`src/rtl/vga_pkg.sv`:
```
`default_nettype none
// ============================================================================
//  Module      : vga_pkg
//  Description : Shared constants and types for the bouncing-sprite block:
//                default active-area size, 8-entry sprite palette and the
//                motion-update FSM state encoding.
//  Revision    : 1.0 - initial release
// ============================================================================
package vga_pkg;

  // Default active area (800x600)
  localparam int H_ACTIVE_DEF = 800;
  localparam int V_ACTIVE_DEF = 600;

  // Sprite palette, entry 0 in the low bits:
  // fff, f00, 0f0, 00f, ff0, 0ff, f0f, 777
  localparam logic [7:0][11:0] PALETTE = {
    12'h777, 12'hf0f, 12'h0ff, 12'hff0,
    12'h00f, 12'h0f0, 12'hf00, 12'hfff
  };

  // Motion-update sequencer: idle until a frame tick, latch candidates,
  // then commit them.
  typedef enum logic [1:0] {
    ST_WAIT  = 2'd0,
    ST_CALC  = 2'd1,
    ST_APPLY = 2'd2
  } state_e;

  // Palette lookup helper
  function automatic logic [11:0] palette_lookup(input logic [2:0] idx);
    return PALETTE[idx];
  endfunction

endpackage
`default_nettype wire

```
`src/rtl/vga_axis_mover.sv`:
```
`default_nettype none
// ============================================================================
//  Module      : vga_axis_mover
//  Description : Single-axis motion step for the sprite. Given the current
//                position, direction (1 = increasing) and step size, produces
//                the next position/direction and flags a bounce when the
//                sprite would leave [0, LIMIT]. Purely combinational.
//  Revision    : 1.0 - initial release
// ============================================================================
module vga_axis_mover #(
  parameter int LIMIT = 768
) (
  input  logic [11:0] pos_i,
  input  logic        dir_i,
  input  logic [11:0] step_i,
  output logic [11:0] pos_o,
  output logic        dir_o,
  output logic        bounce_o
);

  localparam logic [11:0] C_LIMIT = 12'(LIMIT);

  logic [11:0] w_sum;
  logic [11:0] w_diff;

  // 12-bit arithmetic leaves headroom so pos+step never wraps
  assign w_sum  = pos_i + step_i;
  assign w_diff = pos_i - step_i;

  // Clamp to the edge and reverse when the step would overshoot; landing
  // exactly on the edge is a normal move, the reversal comes next update.
  always_comb begin
    pos_o    = pos_i;
    dir_o    = dir_i;
    bounce_o = 1'b0;
    if (dir_i) begin
      if (w_sum > C_LIMIT) begin
        pos_o    = C_LIMIT;
        dir_o    = 1'b0;
        bounce_o = 1'b1;
      end else begin
        pos_o = w_sum;
      end
    end else begin
      if (pos_i < step_i) begin
        pos_o    = 12'd0;
        dir_o    = 1'b1;
        bounce_o = 1'b1;
      end else begin
        pos_o = w_diff;
      end
    end
  end

endmodule
`default_nettype wire

```
`src/rtl/vga_bounce_sprite.sv`:
```
`default_nettype none
// ============================================================================
//  Module      : vga_bounce_sprite
//  Description : One square sprite that bounces around the active area.
//                Motion is updated once every FRAME_DIV frames, in the three
//                cycles following the rising edge of VBlank, so the picture
//                never tears. Each bounce advances the sprite colour through
//                an 8-entry palette. Pixel hit/colour are combinational from
//                the scan position for zero added latency.
//  Revision    : 1.0 - initial release
// ============================================================================
module vga_bounce_sprite
  import vga_pkg::*;
#(
  parameter int H_ACTIVE  = H_ACTIVE_DEF,
  parameter int V_ACTIVE  = V_ACTIVE_DEF,
  parameter int SIZE      = 32,
  parameter int X_INIT    = 100,
  parameter int Y_INIT    = 100,
  parameter int STEP_X    = 2,
  parameter int STEP_Y    = 1,
  parameter int FRAME_DIV = 1
) (
  input  logic        CLK_100MHz,
  input  logic        RESET_N,
  input  logic [10:0] CurrentX,
  input  logic [10:0] CurrentY,
  input  logic        VBlank,
  input  logic        HBlank,
  input  logic        PAUSE,
  input  logic [1:0]  SPEED,
  output logic [3:0]  red,
  output logic [3:0]  green,
  output logic [3:0]  blue,
  output logic        yes
);

  localparam logic [11:0] C_X_INIT   = 12'(X_INIT);
  localparam logic [11:0] C_Y_INIT   = 12'(Y_INIT);
  localparam logic [11:0] C_STEP_X   = 12'(STEP_X);
  localparam logic [11:0] C_STEP_Y   = 12'(STEP_Y);
  localparam logic [11:0] C_SIZE     = 12'(SIZE);
  localparam logic [15:0] C_DIV_LAST = 16'(FRAME_DIV - 1);

  // Architectural state
  state_e      state_q, state_d;
  logic [15:0] frame_cnt_q, frame_cnt_d;
  logic        vb_dly_q;
  logic [11:0] pos_x_q, pos_y_q;
  logic        dir_x_q, dir_y_q;
  logic [2:0]  pal_idx_q;

  // Candidates latched in CALC, committed in APPLY
  logic [11:0] cand_x_q, cand_y_q;
  logic        cand_dx_q, cand_dy_q;
  logic        bx_q, by_q;

  // Combinational step/mover results
  logic [11:0] w_mult;
  logic [11:0] w_sx, w_sy;
  logic [11:0] w_cand_x, w_cand_y;
  logic        w_cand_dx, w_cand_dy;
  logic        w_bx, w_by;
  logic        w_tick;

  assign w_tick = VBlank & ~vb_dly_q;
  assign w_mult = {10'd0, SPEED} + 12'd1;
  assign w_sx   = C_STEP_X * w_mult;
  assign w_sy   = C_STEP_Y * w_mult;

  vga_axis_mover #(
    .LIMIT (H_ACTIVE - SIZE)
  ) u_mover_x (
    .pos_i    (pos_x_q),
    .dir_i    (dir_x_q),
    .step_i   (w_sx),
    .pos_o    (w_cand_x),
    .dir_o    (w_cand_dx),
    .bounce_o (w_bx)
  );

  vga_axis_mover #(
    .LIMIT (V_ACTIVE - SIZE)
  ) u_mover_y (
    .pos_i    (pos_y_q),
    .dir_i    (dir_y_q),
    .step_i   (w_sy),
    .pos_o    (w_cand_y),
    .dir_o    (w_cand_dy),
    .bounce_o (w_by)
  );

  // FSM state and frame divider registers
  always_ff @(posedge CLK_100MHz or negedge RESET_N) begin
    if (!RESET_N) begin
      state_q     <= ST_WAIT;
      frame_cnt_q <= 16'd0;
    end else begin
      state_q     <= state_d;
      frame_cnt_q <= frame_cnt_d;
    end
  end

  // Next-state: the divider keeps counting while paused, only motion stops
  always_comb begin
    state_d     = state_q;
    frame_cnt_d = frame_cnt_q;
    case (state_q)
      ST_WAIT: begin
        if (w_tick) begin
          if (frame_cnt_q == C_DIV_LAST) begin
            frame_cnt_d = 16'd0;
            if (!PAUSE) begin
              state_d = ST_CALC;
            end
          end else begin
            frame_cnt_d = frame_cnt_q + 16'd1;
          end
        end
      end
      ST_CALC:  state_d = ST_APPLY;
      ST_APPLY: state_d = ST_WAIT;
      default:  state_d = ST_WAIT;
    endcase
  end

  // Position/direction/palette datapath and VBlank edge detector
  always_ff @(posedge CLK_100MHz or negedge RESET_N) begin
    if (!RESET_N) begin
      vb_dly_q  <= 1'b1;
      pos_x_q   <= C_X_INIT;
      pos_y_q   <= C_Y_INIT;
      dir_x_q   <= 1'b1;
      dir_y_q   <= 1'b1;
      pal_idx_q <= 3'd0;
      cand_x_q  <= C_X_INIT;
      cand_y_q  <= C_Y_INIT;
      cand_dx_q <= 1'b1;
      cand_dy_q <= 1'b1;
      bx_q      <= 1'b0;
      by_q      <= 1'b0;
    end else begin
      vb_dly_q <= VBlank;
      if (state_q == ST_CALC) begin
        cand_x_q  <= w_cand_x;
        cand_y_q  <= w_cand_y;
        cand_dx_q <= w_cand_dx;
        cand_dy_q <= w_cand_dy;
        bx_q      <= w_bx;
        by_q      <= w_by;
      end
      if (state_q == ST_APPLY) begin
        pos_x_q <= cand_x_q;
        pos_y_q <= cand_y_q;
        dir_x_q <= cand_dx_q;
        dir_y_q <= cand_dy_q;
        // A corner hit counts as a single bounce
        if (bx_q | by_q) begin
          pal_idx_q <= pal_idx_q + 3'd1;
        end
      end
    end
  end

  logic [11:0] w_cx, w_cy;
  logic        w_in_x, w_in_y;
  logic [11:0] w_rgb;

  assign w_cx   = {1'b0, CurrentX};
  assign w_cy   = {1'b0, CurrentY};
  assign w_in_x = (w_cx >= pos_x_q) && (w_cx < (pos_x_q + C_SIZE));
  assign w_in_y = (w_cy >= pos_y_q) && (w_cy < (pos_y_q + C_SIZE));

  // Pixel hit test and colour, blanked outside the active area
  always_comb begin
    yes   = ~VBlank & ~HBlank & w_in_x & w_in_y;
    w_rgb = 12'h000;
    if (yes) begin
      w_rgb = palette_lookup(pal_idx_q);
    end
    red   = w_rgb[11:8];
    green = w_rgb[7:4];
    blue  = w_rgb[3:0];
  end

endmodule
`default_nettype wire

```
`config.mk`:
```
export PLATFORM = sky130hd
export DESIGN_NAME = vga_bounce_sprite
export DESIGN_NICKNAME = d
export VERILOG_FILES = /design/src/rtl/vga_pkg.sv /design/src/rtl/vga_axis_mover.sv /design/src/rtl/vga_bounce_sprite.sv
export SDC_FILE = /design/constraint.sdc
export NUM_CORES = 1
export LEC_CHECK = 0
export ABC_CLOCK_PERIOD_IN_PS = 4500
export BUFFER_PORTS_ARGS = -buffer_cell sky130_fd_sc_hd__clkbuf_2
export CAP_MARGIN = 0
export CORE_MARGIN = 3
export CORE_UTILIZATION = 37
export CTS_BUF_LIST = sky130_fd_sc_hd__clkbuf_8
export DETAILED_ROUTE_END_ITERATION = 6
export RECOVER_POWER = 100
export SYNTH_ARGS = -nofsm -noshare
export SYNTH_HDL_FRONTEND = slang
export SYNTH_SLANG_ARGS = --single-unit
export TNS_END_PERCENT = 50
```
`constraint.sdc`:
```
create_clock -name CLK_100MHz -period 4.5 [get_ports CLK_100MHz]
set_clock_uncertainty 0.15 [all_clocks]
set_input_delay 0.225 -clock CLK_100MHz [delete_from_list [all_inputs] [get_ports CLK_100MHz]]
set_output_delay 0.225 -clock CLK_100MHz [all_outputs]
set_load 0.005 [all_outputs]
```
=== Word level (Yosys, flattened, before mapping) ===
Memories as Yosys holds them, arrays and structs flattened.
Index checks and enable logic that the tools add are counted.

* ROM bits: 96
* Register bits after elaboration: 76
* Output and inout port bits: 13
* Memories: 1
* Word-level logic and storage cells: 76

* Multiplexer cells: 23
* Add/subtract/negate cells: 9
* Eq/ne operators: 5
* Bitwise gates (word level): 8
* $lt $le $gt $ge: 9
* Reduce and logical (&&, ||, !) cells: 7

{| class="wikitable"
|+ Memories
! name !! words !! bits a word !! rd ports !! clocked after Yosys merged registers in !! wr ports !! RTL line !! text
|-
| (no name shown) || 8 || 12 || 1 || 0 || 0 || vga_pkg.sv:32 || <nowiki>return PALETTE[idx];</nowiki>
|}

{| class="wikitable"
|+ Operators with widths
! operator !! count
|-
| $mux W12 || 8
|-
| $add A12 B6 Y12 const B || 2
|-
| $ge A11 B12 Y1 || 2
|-
| $gt A12 B10 Y1 const B || 2
|-
| $lt A11 B12 Y1 || 2
|-
| $add A16 B1 Y16 const B || 1
|-
| $logic_not A16 Y1 || 1
|-
| $mux W16 || 1
|-
| $add A12 B3 Y12 || 1
|-
| $add A12 B4 Y12 || 1
|-
| $lt A12 B3 Y1 || 1
|-
| $lt A12 B4 Y1 || 1
|-
| $sub A12 B3 Y12 || 1
|-
| $sub A12 B4 Y12 || 1
|-
| $mux W1 || 10
|-
| $mux W2 || 3
|-
| $ne A2 B2 Y1 const B || 3
|-
| $and A1 B1 Y1 || 4
|-
| $lt A3 B4 Y1 const B || 1
|-
| $pmux W2 S2 || 1
|-
| $reduce_and A2 Y1 || 2
|-
| $add A2 B1 Y3 const B || 1
|-
| $add A3 B1 Y3 const B || 1
|-
| $not A1 Y1 || 3
|-
| 6 further kinds || 7
|}

=== Logic depth before layout (Yosys ltp) ===
* Word-level depth: 6
* Depth in mapped cells: 12
* Depth with buffers taken out: 10

=== Cells and area by module ===
From an unflattened synthesis, not the netlist that was laid out.

* Cells, all modules: 797
* Area, all modules: 7061.8 um^2

{| class="wikitable"
|+ By module, submodules not included
! module !! sequential area each (um^2) !! area each (um^2) !! times used !! cells an instance
|-
| vga_bounce_sprite || 1923.1 || 4177.8 || 1 || 387
|-
| vga_axis_mover at u_mover_y || 0.0 || 1502.7 || 1 || 209
|-
| vga_axis_mover at u_mover_x || 0.0 || 1381.3 || 1 || 201
|}

=== Least setup slack after synthesis ===
No wires, ideal clock.

* Path kind: flip-flop to output port
* Start point: reg pos_y_q[5]
* End point: out blue[1]
* Buffers on the path: 1
* Cell stages (with the launch flop): 11
* Arrival time: 2.911 ns
* Slack: 1.214 ns
* Cell sequence: dfstp_2 -> inv_1 -> ha_1 -> inv_1 -> ha_1 -> and2_0 -> a221o_1 -> a221oi_2 -> o2111ai_2 -> a2111oi_1 -> buf_4

* Word-level cells in the longest chain between the ends: 5
* Elaborated cells between the ends (all ways): 6

{| class="wikitable"
|+ Ends and longest elaborated chain
! element !! RTL line !! text
|-
| start: declaration || vga_bounce_sprite.sv:49 || <nowiki>logic [11:0] pos_x_q, pos_y_q;</nowiki>
|-
| start signal: assignment || vga_bounce_sprite.sv:154 || <nowiki>pos_y_q <= cand_y_q;</nowiki>
|-
| $add A12 B6 Y12 || vga_bounce_sprite.sv:172 || <nowiki>assign w_in_y = (w_cy >= pos_y_q) && (w_cy < (pos_y_q + C_SIZE));</nowiki>
|-
| $lt A11 B12 Y1 || vga_bounce_sprite.sv:172 ||
|-
| $logic_and A1 B1 Y1 * || vga_bounce_sprite.sv:172 ||
|-
| $and A1 B1 Y1 * || vga_bounce_sprite.sv:176 || <nowiki>yes = ~VBlank & ~HBlank & w_in_x & w_in_y;</nowiki>
|-
| $mux W12 * || vga_bounce_sprite.sv:178 || <nowiki>if (yes) begin</nowiki>
|-
| end: declaration || vga_bounce_sprite.sv:34 || <nowiki>output logic [3:0] blue,</nowiki>
|}

Mark *: on every way between the ends. The rest lies on a longest branch, timed or not.

=== Final worst setup path ===
* Start point: reg pos_x_q[5]
* End point: out green[2]

* Word-level cells in the longest chain between the ends: 6
* Elaborated cells between the ends (all ways): 7

{| class="wikitable"
|+ Ends and longest elaborated chain
! element !! RTL line !! text
|-
| start: declaration || vga_bounce_sprite.sv:49 ||
|-
| start signal: assignment || vga_bounce_sprite.sv:153 || <nowiki>pos_x_q <= cand_x_q;</nowiki>
|-
| $add A12 B6 Y12 || vga_bounce_sprite.sv:171 || <nowiki>assign w_in_x = (w_cx >= pos_x_q) && (w_cx < (pos_x_q + C_SIZE));</nowiki>
|-
| $lt A11 B12 Y1 || vga_bounce_sprite.sv:171 ||
|-
| $logic_and A1 B1 Y1 * || vga_bounce_sprite.sv:171 ||
|-
| $and A1 B1 Y1 * (2 in series) || vga_bounce_sprite.sv:176 ||
|-
| $mux W12 * || vga_bounce_sprite.sv:178 ||
|-
| end: declaration || vga_bounce_sprite.sv:33 || <nowiki>output logic [3:0] green,</nowiki>
|}

Marked as above.

==> results.yml <==
clock_tree:
  htree_levels: 3
  cts_root_buf: "clkbuf_8"
  clock_latency_ps: 370
  post-cts-setup-buffers: 0
  cts_tree: "done"
  clk_pin_slew_ps: 80
  cts.sinks: 76
  clock_tree.buffer_depth: 2
  cts_made_buffers: 9
sta:
  worstMarginPinSlew_ps: 1930
  rsz0062_at_grt: "yes"
  maxSlewViolCount: 112
  layout_setup_ws_ps: 165
  min_period_ps: 4340
  relSlewSlack: -0.284
  period_share: 0.963
  fmax_ghz: 0.231
  setup_viol: 0
  final_hold_viol_count: 0
detailed_routing:
  vias_per_cell: 5.49
  first_iter_violations: 346
  antenna_left: 0
  vias: 4641
  wl_per_cell_um: 16.4
  drcViolationCount: 0
  firstDrtPassIters: 4
  drt_wl_total_mm: 13.9
pwr:
  power_density_nw_per_um2: 529
  p_total_w: 0.00328
  max-vdd-ir-drop_mv: 0.218
  p_leak_nw: 2.62
floorplanning:
  design.die.area_um2: 17000
  core_um2: 14800
  die_h_um: 130
  die_w_um: 130
  rows: 44
  ios: 42
  initial_core_util: 0.386
grt:
  grt_pass1_wl_mm: 23.1
  grt_pass1_vias: 4604
  antenna_found_initial: 0
  grt_usage: 0.171
  grt_overflow: 0
  grt_max_degree: 77
critical_path:
  crit_path_max_fanout: 13
  crit_chain: "ha_1 > nand3_1 > xnor2_1 > ha_1 > a211oi_1 > nand2_1 > nor3_1 > o32ai_1 > a2111oi_1 > clkbuf_2"
  worst-setup-path-type: "reg2out"
  critPathArrivalTime_ps: 3960
  start_kind: "flip-flop"
  cpMostUsedCell: "ha_1"
  critPathCaptureType: "primary output"
  critPathSlowestCell: "dfstp_2"
  crit_required_ps: 4120
  critPathMaxStageDelay_ps: 660
layout:
  instances_no_fill: 845
  finish.utilization: 0.419
  n_fill_cell: 1468
  diodes: 0
  fin_nets: 748
  areaGrowthSynthToFinish_pct: 8.65
  layout-drive-gt1-share: 0.154
place:
  dp_hpwl_mm: 10.4
  port-buffer-count: 41
  place_inst: 826
  dp_slack_ps: 617
  gp_congestion: 0.865
synthesis:
  synth-seq-area-share: 0.336
  synth_top_flop_cell: "dfrtp_1"
  synth_cell_type_count: 75
  synth_cells: 627
  synth-edff-count: 0
  synth_seq_cells: 76
  synth_fp_nets: 719
  synth_warnings: 0
  async_flop_share: 1.00
  synth_area_um2: 5720
  avgSynthCellArea_um2: 9.12
status:
  outcome: "finished, violations left"
  violations: "capacitance limit, slew limit"
run:
  max_cap_violations: 2
worst_hold_path:
  hold_path.class: "in2reg"
-- cells by family (layout without fill, tap and decap cells) --
logic type,count (synthesis),count (layout),synth area share
XOR/XNOR,53,53,0.0812
buffers and inverters,67,101,0.0510
adder cells (fa/ha/maj),63,63,0.143
AND/OR/NAND/NOR,215,215,0.200
multiplexers,7,7,0.0138
flip-flops,76,76,0.336
AO/OA/AOI/OAI,146,146,0.174
-- Yosys cell counts (3+ instances only) --
library cell / count / area (um2)
a2111oi_1: 4 / 40.0
xor2_1: 11 / 96.3
o21ai_0: 48 / 240
nand4_1: 9 / 56.3
and3_1: 6 / 37.5
nand3_1: 24 / 120
ha_1: 59 / 738
or3_1: 5 / 31.3
dfstp_2: 17 / 447
nand2_1: 68 / 255
nor2_1: 31 / 116
a31oi_1: 4 / 25.0
inv_1: 35 / 131
a21oi_1: 26 / 130
o21ai_1: 7 / 35.0
buf_2: 5 / 25.0
nor2b_1: 10 / 62.6
xnor2_1: 42 / 368
nor4b_1: 3 / 26.3
a211oi_1: 9 / 67.6
nor3_1: 15 / 75.1
o31ai_1: 3 / 22.5
a221o_1: 3 / 30.0
buf_4: 9 / 67.6
dfrtp_1: 59 / 1480
o211ai_1: 5 / 37.5
fa_1: 4 / 80.1
a21o_1: 5 / 37.5
nand2b_1: 8 / 50.1
clkbuf_1: 13 / 48.8
o21a_1: 3 / 22.5
mux2_2: 7 / 78.8
nor4_1: 7 / 43.8
nor3_2: 4 / 40.0
-- layout make-up --
cell class | instances | area, um2 | area share
clock buffer | 9 | 124 | 0.0199
multi-input combinational | 484 | 3490 | 0.561
sequential | 76 | 1920 | 0.310
timing repair buffer | 46 | 241 | 0.0389
inverter | 39 | 146 | 0.0236
tap | 184 | 230 | 0.0371
clock inverter | 7 | 60.1 | 0.00967
-- state kept, by name (all words and copies together) (netlist names) --
name,count
bx_q,1
by_q,1
cand_dx_q,1
cand_dy_q,1
cand_x_q,12
cand_y_q,12
dir_x_q,1
dir_y_q,1
frame_cnt_q,16
pal_idx_q,3
pos_x_q,12
pos_y_q,12
state_q,2
vb_dly_q,1
-- layout by cell type (no fill, tap or decap), types with 9 or more instances in the layout --
cell / n
inv_1: 35
nand3_1: 24
clkbuf_2: 40
dfstp_2: 17
xor2_1: 11
dfrtp_1: 59
nand4_1: 9
nor2b_1: 10
a21oi_1: 26
nand2_1: 68
nor3_1: 16
xnor2_1: 42
nor2_1: 31
ha_1: 59
o21ai_0: 54
a211oi_1: 9
clkbuf_8: 9
-- worst max-delay path: cells and delay by family, from the launching register on --
family                     cells  cell delay [ps]
AOI/OAI and AO/OA              3             1240
DFF                            1              660
and+or+nand+nor                3              660
adders and majority gates      2              650
buffers and inverters          1              230
xor gates and xnor gates       1              150
-- final timing paths --
check | from | to | slack, ps | depth (start not counted)
worst min-delay path | SPEED[0] | cand_y_q[0]$_DFFE_PN0N_ | 240 | 4
worst max-delay path | pos_x_q[5]$_DFFE_PN1P_ | green[2] | 160 | 10
worst max register to register | state_q[1]$_DFFE_PN0P_ | cand_x_q[1]$_DFFE_PN0N_ | 800 | 6
max in group asynchronous | RESET_N | pos_x_q[4]$_DFFE_PN0P_ | 2290 | 2
min in group asynchronous | RESET_N | cand_y_q[3]$_DFFE_PN0N_ | 780 | 2
worst min register to register | frame_cnt_q[15]$_DFFE_PN0P_ | frame_cnt_q[15]$_DFFE_PN0P_ | 330 | 1
-- stage by stage --
stage          hold WS (ps)  TNS (ps)  cell area, um2
2_1_floorplan          -221         0            5720
3_3_place_gp            194         0            6030
3_5_place_dp            201         0            6030
4_1_cts                 227         0            6240
5_1_grt                 267     -12.3            6210
6_report                239         0            6210
-- power by group --
group	total [W]	switching, W	internal (W)
combinational	0.00163	0.000935	0.000693
clock	0.000501	0.000293	0.000207
sequential	0.00116	0.000238	0.000918
total	0.00328	0.00147	0.00182
-- metal layers --
metal,global-route usage,share of wire
met5,0,0
met4,0.0617,0.021
met3,0.0270,0.036
met2,0.285,0.49
met1,0.223,0.46
-- timing repair --
action | in CTS | in global routing
endpoints found under the setup margin | 0 | 6
endpoints found under the hold margin | 61 | 0
resized for setup | 0 | 2
hold buffers | 3 | 0
No activity file was read; power rests on OpenSTA's default activity.
